===== src/rtl/addsub_pkg.sv =====
// Shared definitions for the add/subtract accumulator slice: FSM state
// encoding, the default datapath width and the saturation limits used when
// the design is built with ADDSUB_ACC_SAT_EN.
package addsub_pkg;

    localparam int DEF_WIDTH = 4;

    typedef enum logic [1:0] {
        IDLE = 2'd0,
        EXEC = 2'd1,
        RESP = 2'd2
    } state_t;

    // Largest positive and most negative two's-complement values at DEF_WIDTH.
    localparam logic [DEF_WIDTH-1:0] SAT_MAX = {1'b0, {(DEF_WIDTH-1){1'b1}}};
    localparam logic [DEF_WIDTH-1:0] SAT_MIN = {1'b1, {(DEF_WIDTH-1){1'b0}}};

endpackage


===== src/rtl/addsub_flags.sv =====
// Combinational result/status logic for the accumulator. Takes the
// pre-update accumulator plus the adder outputs and produces the next
// accumulator value together with carry/overflow/zero/negative.
// Optional macro ADDSUB_ACC_SAT_EN: saturate the accumulator on overflow
// instead of wrapping.
module addsub_flags #(
    parameter int WIDTH = 4
) (
    input  logic [WIDTH-1:0] acc_old,
    input  logic [WIDTH-1:0] effb,
    input  logic [WIDTH-1:0] add_s,
    input  logic             add_cout,
    input  logic             sub_q,
    output logic [WIDTH-1:0] acc_nxt,
    output logic             carry,
    output logic             ovf,
    output logic             zero,
    output logic             neg
);

`ifdef ADDSUB_ACC_SAT_EN
    localparam logic [WIDTH-1:0] SAT_HI = {1'b0, {(WIDTH-1){1'b1}}};
    localparam logic [WIDTH-1:0] SAT_LO = {1'b1, {(WIDTH-1){1'b0}}};

    // Clamp to the signed range; overflow direction follows the sign of the
    // operand that was already in the accumulator.
    function automatic logic [WIDTH-1:0] saturate(input logic             of,
                                                  input logic signed [WIDTH-1:0] a,
                                                  input logic [WIDTH-1:0] s);
        if (!of)
            return s;
        else if (a < 0)
            return SAT_LO;
        else
            return SAT_HI;
    endfunction
`endif

    // Flags and next accumulator value for the EXEC cycle.
    always_comb begin
        carry = add_cout ^ sub_q;
        ovf   = (acc_old[WIDTH-1] == effb[WIDTH-1]) && (add_s[WIDTH-1] != acc_old[WIDTH-1]);
`ifdef ADDSUB_ACC_SAT_EN
        acc_nxt = saturate(ovf, $signed(acc_old), add_s);
`else
        acc_nxt = add_s;
`endif
        zero  = (acc_nxt == '0);
        neg   = acc_nxt[WIDTH-1];
    end

endmodule


===== src/rtl/addsub_accumulator.sv =====
// Handshaked accumulator wrapped around an external combinational
// add/subtract unit (fourbit_addsub). One operand is accepted in IDLE, the
// adder result is captured in EXEC, and the result is held in RESP until the
// consumer takes it. Optional macro ADDSUB_ACC_SAT_EN enables saturation.
module addsub_accumulator
    import addsub_pkg::*;
#(
    parameter int WIDTH = DEF_WIDTH
) (
    input  logic             clk,
    input  logic             rst_n,
    input  logic             clr,
    input  logic             in_valid,
    output logic             in_ready,
    input  logic [WIDTH-1:0] in_b,
    input  logic             in_sub,
    output logic [WIDTH-1:0] add_a,
    output logic [WIDTH-1:0] add_b,
    output logic             add_sub,
    input  logic [WIDTH-1:0] add_s,
    input  logic             add_cout,
    output logic             out_valid,
    input  logic             out_ready,
    output logic [WIDTH-1:0] acc,
    output logic             carry_flag,
    output logic             ovf_flag,
    output logic             zero_flag,
    output logic             neg_flag
);

    state_t           state, state_nxt;
    logic [WIDTH-1:0] b_q;
    logic             sub_q;
    logic [WIDTH-1:0] effb;
    logic [WIDTH-1:0] acc_nxt;
    logic             carry_nxt, ovf_nxt, zero_nxt, neg_nxt;

    assign in_ready  = (state == IDLE);
    assign out_valid = (state == RESP);

    // The adder inputs are always driven from registers so they never float.
    assign add_a   = acc;
    assign add_b   = b_q;
    assign add_sub = sub_q;
    assign effb    = b_q ^ {WIDTH{sub_q}};

    addsub_flags #(.WIDTH(WIDTH)) u_flags (
        .acc_old  (acc),
        .effb     (effb),
        .add_s    (add_s),
        .add_cout (add_cout),
        .sub_q    (sub_q),
        .acc_nxt  (acc_nxt),
        .carry    (carry_nxt),
        .ovf      (ovf_nxt),
        .zero     (zero_nxt),
        .neg      (neg_nxt)
    );

    // Next-state logic; clr aborts any operation back to IDLE.
    always_comb begin
        state_nxt = state;
        case (state)
            IDLE:    if (in_valid) state_nxt = EXEC;
            EXEC:    state_nxt = RESP;
            RESP:    if (out_ready) state_nxt = IDLE;
            default: state_nxt = IDLE;
        endcase
        if (clr)
            state_nxt = IDLE;
    end

    // State register.
    always_ff @(posedge clk or negedge rst_n) begin
        if (!rst_n)
            state <= IDLE;
        else
            state <= state_nxt;
    end

    // Operand capture in IDLE and accumulator/flag update in EXEC.
    always_ff @(posedge clk or negedge rst_n) begin
        if (!rst_n) begin
            acc        <= '0;
            b_q        <= '0;
            sub_q      <= 1'b0;
            carry_flag <= 1'b0;
            ovf_flag   <= 1'b0;
            zero_flag  <= 1'b0;
            neg_flag   <= 1'b0;
        end else if (clr) begin
            acc        <= '0;
            carry_flag <= 1'b0;
            ovf_flag   <= 1'b0;
            zero_flag  <= 1'b0;
            neg_flag   <= 1'b0;
        end else begin
            if (state == IDLE && in_valid) begin
                b_q   <= in_b;
                sub_q <= in_sub;
            end
            if (state == EXEC) begin
                acc        <= acc_nxt;
                carry_flag <= carry_nxt;
                ovf_flag   <= ovf_nxt;
                zero_flag  <= zero_nxt;
                neg_flag   <= neg_nxt;
            end
        end
    end

endmodule


===== config.mk =====
export PLATFORM = sky130hd
export DESIGN_NAME = addsub_accumulator
export DESIGN_NICKNAME = d
export VERILOG_FILES = /design/src/rtl/addsub_pkg.sv /design/src/rtl/addsub_flags.sv /design/src/rtl/addsub_accumulator.sv
export SDC_FILE = /design/constraint.sdc
export NUM_CORES = 1
export LEC_CHECK = 0
export CAP_MARGIN = 20
export CORE_MARGIN = 2
export CORE_UTILIZATION = 40
export CTS_BUF_LIST = sky130_fd_sc_hd__clkbuf_8
export DETAILED_ROUTE_END_ITERATION = 8
export PLACE_DENSITY = 0.8
export SYNTH_ARGS = -nofsm -noshare
export SYNTH_HDL_FRONTEND = slang
export SYNTH_SLANG_ARGS = --single-unit

===== constraint.sdc =====
create_clock -name clk -period 1.7 [get_ports clk]
set_input_delay 0.255 -clock clk [delete_from_list [all_inputs] [get_ports clk]]
set_output_delay 0.255 -clock clk [all_outputs]
set_load 0.01 [all_outputs]

==> impl_summary.txt <==
----------------------------------------------------
[Setup path]
  Arrival time reported for the critical path endpoint ... 1350 ps
  Endpoint type of the worst setup path ... output pin
  Largest driver fanout on the critical path ... 5
  Data required time of the worst path ... 1440 ps
  Setup crit start kind ... flop
  Classification of the worst setup path ... reg2out

[Route]
  Uppermost signal routing layer after detailed routing ... met3
  Detail Route Antenna Nets ... 0
  Routed length on met2 ... 640 um
  Average via count per standard cell ... 4.94
  Total via count after detailed routing ... 519
  Detail Route met3 WL ... 127 um
  Pre-antenna DRT Iters ... 2
  Total detailed-routing wirelength ... 1.32 mm
  Wire length per cell ... 12.5 um
  Remaining routing DRC violations ... 0
  1st-iter DRT viols ... 1
  Total routed wire length on the met1 layer ... 547 um

[Die]
  Die Wd ... 44.3 um
  Chip Height ... 44.3 um
  Initial cell density of the core ... 43.1%
  Floorplan row count ... 14
  Core area ... 0.00151 mm2
  Boundary Pins ... 34
  Full die area ... 0.00196 mm2

[Synth]
  Flops & latches, synth ... 14
  YS warnings ... 0
  Count of unique library cells instantiated by Yosys ... 16
  Syn Inst Count ... 58
  Total nets after synthesis ... 73
  Fraction of the yosys area taken by sequential cells ... 53.9%
  Post-synthesis instance area ... 649 um2
  Average size of a mapped cell ... 11.2 um2

[Power]
  Worst-case vdd ir drop ... 554 uV
  Portion of total power attributed to sequential cells ... 44.7%
  Proportion of power drawn by combinational gates ... 25.7%
  Share of power burned in the clock network ... 29.6%
  Pleak ... 0.408 nW
  Power density of the placed cells ... 889 mW/mm2
  Net switching component of the power ... 222 uW
  Share of total power consumed by net switching ... 24.7%
  Internal power ... 674 uW

[Placed design]
  Buffers on Ports ... 33
  Detailed-placement wirelength estimate ... 1.02 mm
  Gpl congestion ... 0.732
  Pre-CTS setup slack ... 7.51 ps

[STA]
  Setup repair after global routing missed its margin ... no
  Setup slack of the critical path after layout ... 90.2 ps
  Worst-Margin Slew ... 626 ps
  Fmax ... 621 MHz
  Final number of setup-violating endpoints ... 0
  Pins over their slew limit ... 0
  Final critical-path required period ... 1610 ps
  Setup TNS Final ... 0 ps
  Final clock skew ... 2.55 ps
  Headroom to the max-slew limit ... 58.2%
  Portion of the clock cycle consumed by the worst path in the final layout ... 94.7%
  Final hold violations ... 0

[GRT]
  Largest net degree at the start of global routing ... 15
  Number of antenna violations at the first check in global routing ... 0
  Vias in the first global route ... 535
  Congestion Overflow GR ... 0
  Wire length of the first global-routing pass ... 2.38 mm
  Overall routing resource usage ... 16.7%

[Clock network]
  Clock tree from TritonCTS ... done
  Clock-pin slew on the worst setup and hold paths ... 60 ps
  Insertion delay of the later-clocked pin in the worst-skew pair ... 240 ps
  Post-CTS Hold Buffers ... 0
  Number of clock sinks ... 14
  Count of H-tree levels built during CTS ... 1
  Cell at the root of the clock tree ... sky130_fd_sc_hd__clkbuf_8
  TritonCTS Buffers ... 3
  Maximum buffer depth of the clock tree ... 2

[Cells and area]
  Layout area overhead ... 55.1%
  Antenna diode instance count ... 0
  Final net count ... 106
  Fraction of final layout cells with drive strength greater than 1 ... 15.7%

[Flow run]
  Max-capacitance violation count ... 0

[Status]
  Run status ... completed

[Worst hold path]
  Worst min path class ... in2async

----------------------------------------------------
-- flip-flops by register name (all words and copies together) (netlist names) --
signal / count
acc: 3
add_b: 4
add_sub: 1
carry_flag: 1
neg_flag: 1
ovf_flag: 1
state: 2
zero_flag: 1
-- final cells by class --
| class | count | area [um2] |
|---|---|---|
| timing repair buffer | 35 | 345 |
| sequential | 14 | 353 |
| clock buffer | 3 | 41.3 |
| multi-input combinational | 37 | 248 |
| fill | 129 | 499 |
| tap | 16 | 20.0 |
-- worst max-delay path, cell delays in order (launching register included) --
cell and delay, ps:
sky130_fd_sc_hd__dfrtp_2 410, sky130_fd_sc_hd__nor2b_2 160, sky130_fd_sc_hd__clkdlybuf4s50_1 540
-- power by group through the flow --
stage,clock [mW],combinational [mW],sequential [mW]
6_report,0.265,0.230,0.401
5_1_grt,0.291,0.251,0.407
4_1_cts,0.269,0.234,0.401
3_5_place_dp,0,0.232,0.406
3_3_place_gp,0,0.229,0.404
2_1_floorplan,0,0.0883,0.418
-- final timing paths --
kind	cells past startpoint	slack [ps]	startpoint	endpoint
min in group clk	1	510	add_b[1]	add_b[1]
min	1	410	rst_n	acc[0]
max	2	90	state[1]	out_valid
min reg2reg	1	510	add_b[1]	add_b[1]
max reg2reg	2	340	state[1]	add_b[2]
max in group asynchronous	1	850	rst_n	state[0]
-- kinds of logic (layout without fill, tap and decap cells) --
logic type	count (synthesis)	in the layout	share of synthesized area, %
AOI/OAI and AO/OA	8	8	6.94
DFF	14	14	54.0
muxes	6	6	10.2
buffers and inverters	7	38	8.28
and+or+nand+nor	21	21	17.9
xor gates and xnor gates	2	2	2.70
-- cells in the mapped netlist --
cell type / instances / area share [%]
sky130_fd_sc_hd__buf_2: 1 / 0.77
sky130_fd_sc_hd__nand2b_1: 2 / 1.9
sky130_fd_sc_hd__nand2_1: 10 / 5.8
sky130_fd_sc_hd__mux2_2: 5 / 8.7
sky130_fd_sc_hd__buf_6: 1 / 1.7
sky130_fd_sc_hd__nor4_1: 1 / 0.96
sky130_fd_sc_hd__nor2_1: 3 / 1.7
sky130_fd_sc_hd__xor2_1: 1 / 1.3
sky130_fd_sc_hd__nor4b_4: 1 / 3.7
sky130_fd_sc_hd__xnor2_1: 1 / 1.3
sky130_fd_sc_hd__a21oi_1: 6 / 4.6
sky130_fd_sc_hd__mux2i_1: 1 / 1.5
sky130_fd_sc_hd__a211oi_1: 2 / 2.3
sky130_fd_sc_hd__dfrtp_1: 14 / 54
sky130_fd_sc_hd__nor2b_1: 4 / 3.9
sky130_fd_sc_hd__buf_4: 5 / 5.8
-- through the flow --
stage / util [%] / instance area [um2] / hold WS (ps) / std cells / power [mW]
6_report: 66.9 / 1010 / 407 / 105 / 0.896
5_1_grt: 66.9 / 1010 / 462 / 105 / 0.949
4_1_cts: 66.5 / 1000 / 423 / 105 / 0.904
3_5_place_dp: 63.8 / 961 / 499 / 102 / 0.638
3_3_place_gp: 63.8 / 961 / 500 / 102 / 0.633
2_1_floorplan: - / 649 / -40.6 / 58 / 0.506
-- routing by layer --
| metal | GRT usage, % | up-vias |
|---|---|---|
| met5 | 0 | - |
| met1 | 18.9 | 239 |
| met2 | 29.7 | 27 |
| li1 | - | 253 |
| met3 | 6.53 | 0 |
| met4 | 3.64 | 0 |
-- what timing repair did --
action                                  CTS  global route
resized for setup                         0             3
setup buffers                             0             0
endpoints found under the setup margin    0             1
-- layout by cell type (no fill, tap or decap), types with 2 or more instances in the layout --
cell and count:
sky130_fd_sc_hd__nand2_1 10, sky130_fd_sc_hd__mux2_2 5, sky130_fd_sc_hd__clkdlybuf4s50_1 33, sky130_fd_sc_hd__a21oi_1 6
sky130_fd_sc_hd__nor2_1 3, sky130_fd_sc_hd__nor2b_1 3, sky130_fd_sc_hd__buf_4 2, sky130_fd_sc_hd__dfrtp_1 12
sky130_fd_sc_hd__nand2b_1 2, sky130_fd_sc_hd__dfrtp_2 2, sky130_fd_sc_hd__a211oi_1 2, sky130_fd_sc_hd__clkbuf_8 3
No activity file was read; power rests on OpenSTA's default activity.
